===== src/rtl/pc_if_stage.sv =====
// Instruction-fetch stage: 11-bit PC register, PC+1 generation and the IF/ID register.
// Optional performance counters are built only when PC_IF_PERF_CNT_EN is defined.
module pc_if_stage #(
  parameter logic [10:0] RESET_PC  = 11'd0,
  parameter logic [31:0] NOP_INSTR = 32'd0
) (
  input  logic        clk,
  input  logic        reset_n,
  input  logic [10:0] pc_siguiente,
  output logic [10:0] pc_mas_uno,
  input  logic        stall,
  input  logic        flush,
  output logic [10:0] imem_addr,
  input  logic [31:0] imem_dato,
  input  logic        imem_listo,
  output logic [31:0] instr_id,
  output logic [10:0] pc_id,
  output logic        valido_id,
  output logic [15:0] cnt_fetch,
  output logic [15:0] cnt_espera
);

  // Handshake: imem_dato is consumed on a rising edge only when imem_listo=1,
  // flush=0 and stall=0; otherwise the memory must keep the word for imem_addr.
  typedef enum logic [1:0] {
    ACT_FETCH = 2'd0,
    ACT_FLUSH = 2'd1,
    ACT_HOLD  = 2'd2,
    ACT_WAIT  = 2'd3
  } act_t;

  logic [10:0] pc;
  act_t        act;

  assign pc_mas_uno = pc + 11'd1;
  assign imem_addr  = pc;

  always_comb begin
    act = ACT_FETCH;
    if (flush)           act = ACT_FLUSH;
    else if (stall)      act = ACT_HOLD;
    else if (!imem_listo) act = ACT_WAIT;
  end

  always_ff @(posedge clk or negedge reset_n) begin
    if (!reset_n) begin
      pc        <= RESET_PC;
      instr_id  <= NOP_INSTR;
      pc_id     <= 11'd0;
      valido_id <= 1'b0;
    end else begin
      case (act)
        ACT_FLUSH: begin
          pc        <= pc_siguiente;
          instr_id  <= NOP_INSTR;
          pc_id     <= 11'd0;
          valido_id <= 1'b0;
        end
        ACT_HOLD: begin
          pc        <= pc;
          instr_id  <= instr_id;
          pc_id     <= pc_id;
          valido_id <= valido_id;
        end
        ACT_WAIT: begin
          // Address stays put so the memory can finish the same fetch.
          pc        <= pc;
          instr_id  <= NOP_INSTR;
          pc_id     <= 11'd0;
          valido_id <= 1'b0;
        end
        default: begin
          pc        <= pc_siguiente;
          instr_id  <= imem_dato;
          pc_id     <= pc_mas_uno;
          valido_id <= 1'b1;
        end
      endcase
    end
  end

`ifdef PC_IF_PERF_CNT_EN
  logic [15:0] fetch_q;
  logic [15:0] espera_q;

  always_ff @(posedge clk or negedge reset_n) begin
    if (!reset_n) begin
      fetch_q  <= 16'd0;
      espera_q <= 16'd0;
    end else begin
      if (act == ACT_FETCH && fetch_q != 16'hFFFF)
        fetch_q <= fetch_q + 16'd1;
      if ((act == ACT_HOLD || act == ACT_WAIT) && espera_q != 16'hFFFF)
        espera_q <= espera_q + 16'd1;
    end
  end

  assign cnt_fetch  = fetch_q;
  assign cnt_espera = espera_q;
`else
  assign cnt_fetch  = 16'd0;
  assign cnt_espera = 16'd0;
`endif

endmodule


===== config.mk =====
export PLATFORM = sky130hd
export DESIGN_NAME = pc_if_stage
export DESIGN_NICKNAME = d
export VERILOG_FILES = /design/src/rtl/pc_if_stage.sv
export SDC_FILE = /design/constraint.sdc
export NUM_CORES = 1
export LEC_CHECK = 0
export CELL_PAD_IN_SITES_DETAIL_PLACEMENT = 1
export CELL_PAD_IN_SITES_GLOBAL_PLACEMENT = 2
export CORE_MARGIN = 5
export CORE_UTILIZATION = 24
export CTS_CLUSTER_DIAMETER = 100
export DETAILED_ROUTE_END_ITERATION = 10
export PLACE_DENSITY = 0.84
export SYNTH_ARGS = -nofsm -noshare
export SYNTH_HDL_FRONTEND = slang
export SYNTH_SLANG_ARGS = --single-unit

===== constraint.sdc =====
create_clock -name clk -period 3.65 [get_ports clk]
set_input_delay 0.365 -clock clk [delete_from_list [all_inputs] [get_ports clk]]
set_output_delay 0.365 -clock clk [all_outputs]
set_load 0.05 [all_outputs]

# Yosys cells after proc, flatten, opt, wreduce, memory -nomap -nowiden
# Cells that the tools add are included.
# word_totals
reg_bits	55
latchBits	0
mem_bits_rw	0
romBits	0
in_bits	48
out_inout_bits	98
word_cells	16
n_memories	0
# op_classes
n_addsub	1
mul	0
div_mod_pow	0
magnitude_cmp	0
eq_ne	3
shift	0
mux	6
bitwise	0
reduce_logical	2
# op_table
cell	n
$pmux 32 s2	1
$pmux 11 s2	1
$add 11x1->11 const B	1
$mux 2	3
$eq 2x2->1 const B	2
$reduce_or 2->1	2
$eq 2x1->1 const B	1
$pmux 1 s2	1

# Longest topological paths before layout
# logic_depth
ltp_word	6
ltp_mapped	5
mapped_depth_nobuf	4

# Least setup slack after synthesis
# OpenSTA, ideal clock, no wires.
# synth_timing
kind	flip-flop to output port
start	register pc[0], in the netlist imem_addr[0]
end	output pc_mas_uno[8]
arrival_time_ns	2.188
required_ns	3.285
path_slack_ns	1.097
stages_incl_launch_ff	6
cell_sequence	dfrtp_1 -> ha_1 -> clkbuf_1 -> nand3_1 -> nor2_1 -> xor2_1
# synth_between
elab_chain_cells	1
# synth_rtl
element	line_no	source
from (decl)	32	logic [10:0] pc;
from (signal assigned)	54	pc <= pc_siguiente;
from (signal assigned)	60	pc <= pc;
from (signal assigned)	67	pc <= pc;
$add 11x1->11	35	assign pc_mas_uno = pc + 11'd1;
to (decl)	10	output logic [10:0] pc_mas_uno,
# Every way passes these cells.

# Final worst setup path
# layout_timing
start	register pc[0], in the netlist imem_addr[0]
end	output pc_mas_uno[4]
# Same word-level chain as after synthesis.

==> impl_metrics.xml <==
<?xml version="1.0" encoding="UTF-8"?>
<metrics>
  <group name="finish">
    <metric name="antenna_cells_inserted" unit="">0</metric>
    <metric name="final_area" unit="um^2">3810</metric>
    <metric name="num-nets-final" unit="">373</metric>
    <metric name="layout-drive-gt1-share" unit="%">4.92</metric>
    <metric name="finalNonFillerCells" unit="">461</metric>
    <metric name="most-common-layout-cells" unit="">112 x sky130_fd_sc_hd__clkdlybuf4s50_1, 55 x sky130_fd_sc_hd__dfrtp_1, 36 x sky130_fd_sc_hd__a22o_1, 32 x sky130_fd_sc_hd__conb_1, 12 x sky130_fd_sc_hd__nand2_1</metric>
    <metric name="layout_commonest_cell" unit="">sky130_fd_sc_hd__clkdlybuf4s50_1</metric>
    <metric name="area_growth" unit="%">50.3</metric>
  </group>
  <group name="power">
    <metric name="totalPowerFinal" unit="mW">1.63</metric>
    <metric name="power.density_cell_area" unit="nW/um^2">428</metric>
    <metric name="power.net_switching" unit="mW">0.599</metric>
    <metric name="p_int" unit="mW">1.03</metric>
    <metric name="pwr-share-seq" unit="%">41.9</metric>
    <metric name="power_frac_clock" unit="%">26.4</metric>
    <metric name="power.share.switching" unit="%">36.7</metric>
    <metric name="comb_power_share" unit="%">31.7</metric>
    <metric name="ir_drop" unit="V">0.000146</metric>
    <metric name="p_leak" unit="nW">1.65</metric>
  </group>
  <group name="timing">
    <metric name="timing.final.crit_share" unit="%">78.0</metric>
    <metric name="setup_repair_after_global_routing_missed_its_margin" unit="">no</metric>
    <metric name="slew_headroom" unit="%">46.9</metric>
    <metric name="final_period_minus_worst_setup_slack" unit="ns">2.85</metric>
    <metric name="totalNegativeSetupSlack" unit="ns">0</metric>
    <metric name="worst_clock_skew" unit="ns">0.0104</metric>
    <metric name="setup-violations-final" unit="">0</metric>
    <metric name="slew_violations" unit="">0</metric>
    <metric name="maximum_frequency_from_static_timing_analysis" unit="MHz">351</metric>
    <metric name="worst-slew-pin-transition" unit="ns">0.796</metric>
    <metric name="finalHoldViolCount" unit="">0</metric>
  </group>
  <group name="clocking">
    <metric name="cts_hold_buf" unit="">0</metric>
    <metric name="clk-insertion-delay-late" unit="ns">0.31</metric>
    <metric name="ctsResizeCount" unit="">0</metric>
    <metric name="clock_tree.buffer_depth" unit="">2</metric>
    <metric name="cts_made_buffers" unit="">5</metric>
    <metric name="clock_tree_from_tritoncts" unit="">built</metric>
    <metric name="clock_slew_at_the_register_clock_pins_of_the_worst_setup_and_hold_paths" unit="ns">0.11</metric>
    <metric name="cts_sinks" unit="">55</metric>
    <metric name="cts_setup_buffers" unit="">0</metric>
    <metric name="htree_num_levels" unit="">2</metric>
    <metric name="clk_root_buffer_cell" unit="">sky130_fd_sc_hd__clkbuf_8</metric>
  </group>
  <group name="yosys">
    <metric name="synth_largest_type_area_fraction" unit="%">54.3</metric>
    <metric name="synth_cells" unit="">214</metric>
    <metric name="synth_seq_cells" unit="">55</metric>
    <metric name="synth_top_cell_by_area" unit="">sky130_fd_sc_hd__dfrtp_1</metric>
    <metric name="synthTopCellsByArea" unit="">sky130_fd_sc_hd__dfrtp_1 54%, sky130_fd_sc_hd__a22o_1 12%, sky130_fd_sc_hd__buf_4 9.5%, sky130_fd_sc_hd__mux2_1 4.9%, sky130_fd_sc_hd__nand3_1 2.0%</metric>
    <metric name="mapped_avg_cell_area" unit="um^2">11.9</metric>
    <metric name="ys_warnings" unit="">0</metric>
    <metric name="netlist_area" unit="um^2">2540</metric>
    <metric name="synth_sequential_area_ratio" unit="%">54.3</metric>
    <metric name="synth.distinct_cells" unit="">30</metric>
  </group>
  <group name="detailed_routing">
    <metric name="first_pass_iters" unit="">4</metric>
    <metric name="post-route-drc-count" unit="">0</metric>
    <metric name="vias_per_cell" unit="">4.40</metric>
    <metric name="dr.first_iter.drc_count" unit="">79</metric>
    <metric name="wl_met2" unit="mm">4.01</metric>
    <metric name="postRouteAntennaNets" unit="">0</metric>
    <metric name="finalWirelength" unit="mm">7.94</metric>
    <metric name="detailroute.via_count" unit="">2028</metric>
    <metric name="metal3_wl" unit="um">587</metric>
    <metric name="top_signal_layer_used" unit="">met4</metric>
    <metric name="avgRoutedWirePerCell" unit="um">17.2</metric>
    <metric name="wl_met1" unit="mm">3.29</metric>
  </group>
  <group name="global_routing">
    <metric name="number_of_global_route_vias_before_repair" unit="">2168</metric>
    <metric name="grt_pass1_wl" unit="mm">12.6</metric>
    <metric name="grt_antenna_before_repair" unit="">0</metric>
    <metric name="grt_max_degree" unit="">41</metric>
    <metric name="grt_use_total" unit="%">12.3</metric>
    <metric name="global_route.overflow_total" unit="">0</metric>
  </group>
  <group name="place">
    <metric name="postPlaceCellArea" unit="um^2">3690</metric>
    <metric name="io_buffer_count" unit="">113</metric>
    <metric name="gp_routability_congestion" unit="">0.731</metric>
    <metric name="hpwlAfterDp" unit="mm">5.92</metric>
    <metric name="dp_cells" unit="">453</metric>
  </group>
  <group name="status">
    <metric name="status" unit="">completed</metric>
  </group>
  <group name="setup_path">
    <metric name="cp-start-kind" unit="">flip-flop</metric>
    <metric name="crit_required" unit="ns">3.28</metric>
    <metric name="path_max_fanout" unit="">8</metric>
    <metric name="arrival" unit="ns">2.48</metric>
    <metric name="path_class" unit="">reg -&gt; out</metric>
    <metric name="crit_path_end_kind" unit="">output port</metric>
  </group>
  <group name="die">
    <metric name="placementRows" unit="">37</metric>
    <metric name="die_x" unit="um">113</metric>
    <metric name="fp.coreArea" unit="um^2">10300</metric>
    <metric name="num_ports" unit="">146</metric>
    <metric name="chipHeight" unit="um">113</metric>
    <metric name="initial_core_util" unit="%">24.6</metric>
    <metric name="fp.dieArea" unit="um^2">12700</metric>
  </group>
  <group name="job">
    <metric name="cap_viol_max_count" unit="">0</metric>
  </group>
  <group name="hold_path">
    <metric name="worstHoldPathType" unit="">in -&gt; async</metric>
  </group>
</metrics>
==> worst max-delay path, stage by stage (launching register included) <==
cell and delay (ns):
sky130_fd_sc_hd__dfrtp_1 0.49, sky130_fd_sc_hd__ha_1 0.38, sky130_fd_sc_hd__nand3_1 0.15, sky130_fd_sc_hd__xnor2_1 0.29
sky130_fd_sc_hd__clkdlybuf4s50_1 0.88
==> cell type report <==
type,instances,area (um^2)
Clock buffer,6,82.6
Timing Repair Buffer,117,1160
Multi-Input combinational cell,142,981
Inverter,3,11.3
Tap cell,136,170
Clock inverter,2,35.0
Fill cell,1151,6510
Sequential cell,55,1380
==> worst paths after layout <==
check | from | end | slack, ns | cells after the start
min reg2reg | valido_id | valido_id | 0.50 | 2
min in group clk | valido_id | valido_id | 0.50 | 2
max reg2reg | imem_addr[0] | pc_id[8] | 1.97 | 4
max in group asynchronous | reset_n | pc_id[10] | 2.72 | 2
min | reset_n | imem_addr[5] | 0.13 | 1
max | imem_addr[0] | pc_mas_uno[4] | 0.80 | 4
==> stage by stage <==
stage | utilization (%) | worst slack (ns) | hold WS, ns
after detailed placement | 35.8 | 1.12 | 0.480
after CTS | 36.9 | 0.769 | 0.158
final | 36.9 | 0.802 | 0.134
after global routing | 36.9 | 0.622 | 0.204
after global placement | 35.8 | 1.18 | 0.473
after floorplan | - | 1.10 | 0.0694
==> power by group through the flow <==
stage               Combinational [mW]  Sequential [mW]  Clock [mW]
finish                           0.517            0.682       0.431
global route                     0.540            0.690       0.472
CTS                              0.522            0.683       0.453
detailed placement               0.521            0.695           0
global placement                 0.519            0.691           0
floorplan                        0.237            0.800           0
==> logic make-up (layout without fill, tap and decap cells) <==
family                     Yosys count  count (layout)  share of synthesized area [%]
and+or+nand+nor                     43              43                           9.97
adders and majority gates            1               1                          0.493
other                                1              32                          0.148
xor gates and xnor gates             9               9                           3.11
buffers and inverters               48             128                           12.1
DFF                                 55              55                           54.3
AOI/OAI and AO/OA                   46              46                           15.0
muxes                               11              11                           4.88
==> state kept, by name, indices dropped and copies added (netlist names) <==
signal / count
instr_id: 32
imem_addr: 11
pc_id: 11
valido_id: 1
==> cell usage after synthesis, drive strengths merged <==
cell type   n
a21oi       1
a22o       36
a22oi       2
and4        2
buf        38
clkbuf      7
conb        1
dfrtp      55
ha          1
inv         3
mux2       11
nand2      12
nand3      10
nand4       3
nor2        3
nor2b       1
nor3        1
nor3b       1
nor4b       1
nor4bb      2
o211ai      4
o21ai       3
or3b        1
or4         5
or4b        1
xnor2       4
xor2        5
==> metal layers <==
| metal | GRT usage (%) | vias to the layer above |
|---|---|---|
| met2 | 20.4 | 73 |
| met1 | 16.0 | 1022 |
| met5 | 0 | - |
| met4 | 3.85 | 0 |
| li1 | - | 931 |
| met3 | 2.78 | 2 |
Power figures use the tool's default switching activity.
